[src/rtl/countdown_sequencer_if.sv]
// countdown_sequencer_if: request handshake, counter link and status bundle for the countdown sequencer.
interface countdown_sequencer_if;
    logic       cmd_valid;
    logic       cmd_ready;
    logic [3:0] cmd_runs;
    logic       abort;
    logic       cnt_start;
    logic       cnt_ready;
    logic [4:0] cnt_q;
    logic       busy;
    logic       done;
    logic [4:0] runs_done;
    logic       seq_err;
    logic       timeout;
    logic [7:0] err_count;
    modport master (
        output cmd_valid, cmd_runs, abort, cnt_ready, cnt_q,
        input  cmd_ready, cnt_start, busy, done, runs_done, seq_err, timeout, err_count
    );
    modport slave (
        input  cmd_valid, cmd_runs, abort, cnt_ready, cnt_q,
        output cmd_ready, cnt_start, busy, done, runs_done, seq_err, timeout, err_count
    );
endinterface

[src/rtl/countdown_sequencer.sv]
// countdown_sequencer: runs N countdowns of an external 8..0 counter, checking its sequence and watching for stalls.
module countdown_sequencer #(
    parameter int TIMEOUT = 15
) (
    input logic                  clk,
    input logic                  rst_n,
    countdown_sequencer_if.slave bus
);
    localparam int SW = $clog2(TIMEOUT + 2);
    typedef enum logic [1:0] {IDLE, RUN, DONE} state_t;
    state_t        state;
    logic [4:0]    remaining, runs_done, prev;
    logic [7:0]    err_count;
    logic [SW-1:0] stall, hold;
    logic          first, seq_err, timeout, step_ok, bad;
    // hold is the number of cycles the current cnt_q value has been seen, including this one
    always_comb begin
        hold    = (!first && bus.cnt_q == prev) ? stall + SW'(1) : SW'(1);
        step_ok = ({1'b0, bus.cnt_q} + 6'd1 == {1'b0, prev}) ||
                  (prev == 5'd0 && bus.cnt_q == 5'd8) ||
                  (prev == 5'd8 && bus.cnt_q == 5'd8 && bus.cnt_ready);
        bad     = bus.cnt_q > 5'd8 || (!first && !step_ok);
    end
    assign bus.cmd_ready = state == IDLE;
    assign bus.busy      = state == RUN;
    assign bus.done      = state == DONE && !bus.abort;
    assign bus.cnt_start = state == RUN && (remaining > 5'd1 || bus.cnt_q != 5'd0);
    assign bus.runs_done = runs_done;
    assign bus.seq_err   = seq_err;
    assign bus.timeout   = timeout;
    assign bus.err_count = err_count;
    always_ff @(posedge clk) begin
        if (!rst_n) begin
            state     <= IDLE;
            remaining <= 5'd0;
            runs_done <= 5'd0;
            prev      <= 5'd0;
            err_count <= 8'd0;
            stall     <= '0;
            first     <= 1'b0;
            seq_err   <= 1'b0;
            timeout   <= 1'b0;
        end else begin
            case (state)
                IDLE: if (bus.cmd_valid) begin
                    state     <= RUN;
                    remaining <= bus.cmd_runs == 4'd0 ? 5'd16 : {1'b0, bus.cmd_runs};
                    runs_done <= 5'd0;
                    err_count <= 8'd0;
                    seq_err   <= 1'b0;
                    timeout   <= 1'b0;
                    stall     <= '0;
                    first     <= 1'b1;
                end
                RUN: begin
                    prev  <= bus.cnt_q;
                    first <= 1'b0;
                    stall <= hold;
                    if (bad) begin
                        seq_err   <= 1'b1;
                        err_count <= err_count + {7'd0, err_count != 8'hff};
                    end
                    if (bus.abort) state <= IDLE;
                    else if (hold > SW'(TIMEOUT)) begin
                        timeout <= 1'b1;
                        state   <= IDLE;
                    end else if (bus.cnt_q == 5'd0) begin
                        runs_done <= runs_done + 5'd1;
                        remaining <= remaining - 5'd1;
                        if (remaining == 5'd1) state <= DONE;
                    end
                end
                default: state <= IDLE;
            endcase
        end
    end
endmodule

[src/flat_wrapper.sv]
// flat-port wrapper written by rule: the top's interface ports become plain ports
module countdown_sequencer_flat 
#(
    parameter int TIMEOUT = 15
)
  (clk, rst_n, bus_cmd_valid, bus_cmd_runs, bus_abort, bus_cnt_ready, bus_cnt_q, bus_cmd_ready, bus_cnt_start, bus_busy, bus_done, bus_runs_done, bus_seq_err, bus_timeout, bus_err_count);
  countdown_sequencer_if bus_i ();
  input logic clk;
  input logic rst_n;
  input wire logic [$bits(bus_i.cmd_valid)-1:0] bus_cmd_valid;
  input wire logic [$bits(bus_i.cmd_runs)-1:0] bus_cmd_runs;
  input wire logic [$bits(bus_i.abort)-1:0] bus_abort;
  input wire logic [$bits(bus_i.cnt_ready)-1:0] bus_cnt_ready;
  input wire logic [$bits(bus_i.cnt_q)-1:0] bus_cnt_q;
  output wire logic [$bits(bus_i.cmd_ready)-1:0] bus_cmd_ready;
  output wire logic [$bits(bus_i.cnt_start)-1:0] bus_cnt_start;
  output wire logic [$bits(bus_i.busy)-1:0] bus_busy;
  output wire logic [$bits(bus_i.done)-1:0] bus_done;
  output wire logic [$bits(bus_i.runs_done)-1:0] bus_runs_done;
  output wire logic [$bits(bus_i.seq_err)-1:0] bus_seq_err;
  output wire logic [$bits(bus_i.timeout)-1:0] bus_timeout;
  output wire logic [$bits(bus_i.err_count)-1:0] bus_err_count;
  assign bus_i.cmd_valid = bus_cmd_valid;
  assign bus_i.cmd_runs = bus_cmd_runs;
  assign bus_i.abort = bus_abort;
  assign bus_i.cnt_ready = bus_cnt_ready;
  assign bus_i.cnt_q = bus_cnt_q;
  assign bus_cmd_ready = bus_i.cmd_ready;
  assign bus_cnt_start = bus_i.cnt_start;
  assign bus_busy = bus_i.busy;
  assign bus_done = bus_i.done;
  assign bus_runs_done = bus_i.runs_done;
  assign bus_seq_err = bus_i.seq_err;
  assign bus_timeout = bus_i.timeout;
  assign bus_err_count = bus_i.err_count;
  countdown_sequencer #(.TIMEOUT(TIMEOUT)) u_core (.clk(clk), .rst_n(rst_n), .bus(bus_i));
endmodule
[config.mk]
export PLATFORM = sky130hd
export DESIGN_NAME = countdown_sequencer_flat
export DESIGN_NICKNAME = d
export VERILOG_FILES = /design/src/rtl/countdown_sequencer_if.sv /design/src/rtl/countdown_sequencer.sv /design/src/flat_wrapper.sv
export SDC_FILE = /design/constraint.sdc
export NUM_CORES = 1
export LEC_CHECK = 0
export BUFFER_PORTS_ARGS = -buffer_cell sky130_fd_sc_hd__buf_4
export CORE_ASPECT_RATIO = 0.7
export CORE_MARGIN = 2
export CORE_UTILIZATION = 35
export CTS_BUF_LIST = sky130_fd_sc_hd__clkbuf_16
export CTS_CLUSTER_SIZE = 24
export DETAILED_ROUTE_END_ITERATION = 12
export PLACE_DENSITY_LB_ADDON = 0.2
export SYNTH_ARGS = -nofsm -noshare
export SYNTH_HDL_FRONTEND = slang
export SYNTH_SLANG_ARGS = --single-unit
[constraint.sdc]
create_clock -name clk -period 6.4 [get_ports clk]
set_clock_uncertainty 0.1 [all_clocks]
set_input_delay 1.92 -clock clk [delete_from_list [all_inputs] [get_ports clk]]
set_output_delay 1.92 -clock clk [all_outputs]
set_load 0.005 [all_outputs]
Word-level counts from Yosys, hierarchy flattened
Index checks and enable logic that the tools add are counted.
{ "word_totals": {"ff_bits": 33, "latchBits": 0, "ramBits": 0, "rom_bits": 0, "inputBits": 14, "n_memories": 0} }
{ "op_classes": {"n_addsub": 5, "mul": 0, "div": 0, "magnitude_cmp": 3, "n_eq_ne": 16, "shifts": 0, "mux": 30, "bitwise": 0, "n_reduce_logical": 25} }
{ "ops": {"columns": ["op", "count"], "rows": [
  ["two-way mux 5 bit", 10],
  ["one-hot mux 5 bit (2 select lines)", 3],
  ["two-way mux 8 bit", 2],
  ["one-hot mux 8 bit (2 select lines)", 1],
  ["adder 5 x 1 -> 5 bit (second input constant)", 2],
  ["== test 5 x 4 -> 1 bit (second input constant)", 2],
  ["greater-than comparator 5 x 4 -> 1 bit (second input constant)", 2],
  ["logical NOT 5 bit", 2],
  ["two-way mux 2 bit", 5],
  ["adder 8 x 1 -> 8 bit", 1],
  ["inequality test 4 x 2 -> 1 bit (second input constant)", 2],
  ["inequality test 8 bit (second input constant)", 1],
  ["logical AND 1 bit", 7],
  ["adder 5 x 1 -> 6 bit (second input constant)", 1],
  ["== test 6 x 5 -> 1 bit", 1],
  ["inequality test 2 x 1 -> 1 bit (second input constant)", 3],
  ["inequality test 2 bit (second input constant)", 3],
  ["one-hot mux 1 bit (2 select lines)", 3],
  ["AND reduction 3 bit", 2],
  ["== test 5 x 1 -> 1 bit (second input constant)", 1],
  ["== test 5 bit", 1],
  ["greater-than comparator 5 x 1 -> 1 bit (second input constant)", 1],
  ["two-way mux 1 bit", 5],
  ["AND reduction 5 bit", 1],
  ["12 further kinds", 17]
]} }

Depth between registers and ports, before layout
{ "depth": {"ltp_word": 9, "mapped_depth": 9, "mapped_depth_nobuf": 9} }

Worst setup path before layout
No wires, ideal clock.
{ "synth_path": {"path_kind": "in2out", "from": "input port bus_cnt_q[0]", "to": "output port bus_cnt_start", "arrival_ps": 2807, "required_ps": 4380, "setup_slack_ps": 1573, "path_stages": 6, "path_buffers": 0, "path_cell_list": "inv_1 -> ha_1 -> nor3b_1 -> nand2b_1 -> nor4_1 -> a21oi_1"} }
{ "synth_via": {"elab_chain_cells": 3} }
{ "synth_lines": {"columns": ["element", "line", "rtl"], "rows": [
  ["from (decl)", "flat_wrapper.sv:14", "input wire logic [$bits(bus_i.cnt_q)-1:0] bus_cnt_q;"],
  ["nonzero test 5 bit", "countdown_sequencer.sv:27", "assign bus.cnt_start = state == RUN && (remaining > 5'd1 || bus.cnt_q != 5'd0);"],
  ["logical OR 1 bit", "countdown_sequencer.sv:27", null],
  ["logical AND 1 bit", "countdown_sequencer.sv:27", null],
  ["to (decl)", "flat_wrapper.sv:16", "output wire logic [$bits(bus_i.cnt_start)-1:0] bus_cnt_start;"]
]} }
Every way passes these cells.

Final worst setup path
Same ends and word-level chain as after synthesis.

==> flow_summary.ini <==
[cts]
ctsResizeCount = 0
clk_path_buf_depth = 2
root_buffer = clkbuf_16
ctsHoldBuffers = 0
cts_max_level = 2
numCtsBuffers = 5
post_cts_buffers = 0
cts_tree = done
clock_latency_ns = 0.28
cts.sinks = 33
clkTransAtPathRegs_ns = 0.05

[layout]
final_util = 0.446
antenna_cells = 0
fin_nets = 297
fin_area_um2 = 2370
fillers = 541
drive_above_1_share = 0.170
final_cell_mix = buf_4, dfxtp_1, nand2_1
area_growth_pct = 21.3

[worst_setup_path]
critical_path.top_delay_family = simple AND/OR/NAND/NOR gates
crit_arrival_ns = 3.31
cp_slowest_cell = nor3b_1
worstSetupStartpointType = input port
r2r_start = u_core.state[1]
crit_type = in2out
path_buf_inv = 3
cp_max_fo = 6
worstPathCellList = buf_4 -> inv_1 -> ha_1 -> nor3b_1 -> nand2b_1 -> nor4_1 -> a21oi_1 -> buf_4
crit_path_max_incr_delay_ns = 0.28
cp_common_cell = buf_4
crit_required_ns = 4.38
end_kind = output port
cp-startpoint = bus_cnt_q[0]

[sta]
final_hold_viol_count = 0
slew_violations = 0
max_freq_ghz = 0.188
post-route-period-util = 0.832
tightest_slew_ns = 0.519
min_period_ns = 5.33
setup_violations = 0
setup-tns-final_ns = 0
slew_headroom = 0.653
rsz0062_at_grt = no
worst_slack_ns = 1.07

[detailed_routing]
firstDrtPassIters = 4
drt_wl_total_um = 4650
drt_iter0_drc = 75
drt-vias-per-instance = 5.26
ant_nets = 0
dr_total_vias = 1831
wire_per_inst_um = 13.4
drc = 0

[logic_synthesis]
syn-num-nets = 268
synth_seq_cells = 33
synth_area_um2 = 1950
ys_seq_area_frac = 0.338
ys_dominant_reg_cell = dfxtp_1
syn_area_per_cell_um2 = 7.93
synth_cell_type_count = 47
synth_edf_count = 0
syn_inst = 246
postSynth.asyncResetShare = 0
yosys_warnings = 0

[status]
outcome = finished, final reports clean

[floorplan]
initial_core_util = 0.367
die-area_um2 = 6200
num_rows = 22
core_region_area_um2 = 5310
die_w_um = 93.3
fp.dieH_um = 66.5
num_io_pins = 33

[place]
place_hpwl_um = 3250
placed_area_um2 = 2230
place.gp.congestion = 0.850
port_buffers = 32
place_ws_ns = 1.14

[hold_path]
min-delay-start = u_core.bus.seq_err
hp-class = reg2reg

[power]
p_per_area_nw_per_um2 = 220
power.leakage_nw = 0.937
vdd_ir_drop_max_mv = 0.109

[global_routing]
gr-total-overflow = 0
grt_pass1_wl_um = 7800
gr-usage-all-layers = 0.162
grt_antenna_before_repair = 0
grt_max_degree = 29
grt_pass1_vias = 1649

[flow_run]
cap_violations = 0
==> final cells by class <==
| class | count | area (um^2) | share of cell area |
|---|---|---|---|
| Timing Repair Buffer | 33 | 248 | 0.105 |
| Tap cell | 72 | 90.1 | 0.0380 |
| Multi-Input combinational cell | 191 | 1190 | 0.503 |
| Clock inverter | 3 | 12.5 | 0.00528 |
| Clock buffer | 5 | 125 | 0.0528 |
| Inverter | 11 | 41.3 | 0.0174 |
| Sequential cell | 33 | 661 | 0.279 |
==> metal layers <==
layer	wire, um	vias to the layer above	share of wire	track usage
met4	38	0	0.0082	0.0441
met2	2010	46	0.43	0.255
met5	0	-	0	0
met3	263	5	0.057	0.0385
li1	-	925	-	-
met1	2330	855	0.50	0.221
==> path summary, 6_finish.rpt <==
| kind | to | slack [ns] | cells after the start |
|---|---|---|---|
| min reg2reg | u_core.bus.seq_err | 0.37 | 2 |
| max | bus_cnt_start | 1.07 | 8 |
| max reg2reg | u_core.bus.runs_done[4] | 3.93 | 6 |
| min | u_core.bus.seq_err | 0.37 | 2 |
==> registers in the layout, summed over array words and instances (netlist names) <==
name                  cells
u_core.bus.err_count      8
u_core.bus.runs_done      5
u_core.prev               5
u_core.remaining          5
u_core.stall              5
u_core.state              2
u_core.bus.seq_err        1
u_core.bus.timeout        1
u_core.first              1
==> worst reg2reg max path: cells and delay by family, from the launching register on <==
| kind | cells | cell delay, ns |
|---|---|---|
| simple gates | 3 | 1.41 |
| compound gates | 3 | 0.53 |
| flops | 1 | 0.35 |
==> kinds of logic after synthesis <==
group | after synthesis | synth area share
and+or+nand+nor | 113 | 0.303
AOI/OAI and AO/OA | 61 | 0.216
DFF | 33 | 0.338
buffers and inverters | 22 | 0.0513
xor gates and xnor gates | 9 | 0.0404
adders and majority gates | 8 | 0.0513
==> synthesized netlist by cell type, drive strengths merged (3+ instances only) <==
cell    count  share of area
a21boi     15          0.058
a21o        3          0.012
a21oi      16          0.043
and2        3         0.0096
and3        8          0.026
buf         7          0.022
clkbuf      4         0.0077
dfxtp      33           0.34
ha          8          0.051
inv        11          0.021
nand2      29          0.056
nand2b      7          0.022
nand3      17          0.044
nand4       5          0.016
nor2       17          0.033
nor3        6          0.018
o21a        4          0.015
o21ai      10          0.031
or2         3         0.0096
or3b        3          0.013
or4         3          0.012
xnor2       6          0.027
xor2        3          0.013
==> power by group <==
part	internal [W]	switching, W
registers	0.000213	0.00000892
clock network	0.000140	0.0000863
logic	0.0000310	0.0000425
==> metrics by stage <==
step | hold slack, ns | power, W | std cells
2_1_floorplan | 0.356 | 0.000275 | 246
6_report | 0.368 | 0.000522 | 348
3_3_place_gp | 0.356 | 0.000299 | 340
4_1_cts | 0.373 | 0.000527 | 348
5_1_grt | 0.410 | 0.000547 | 348
3_5_place_dp | 0.365 | 0.000299 | 340
(Power assumes the default switching activity.)
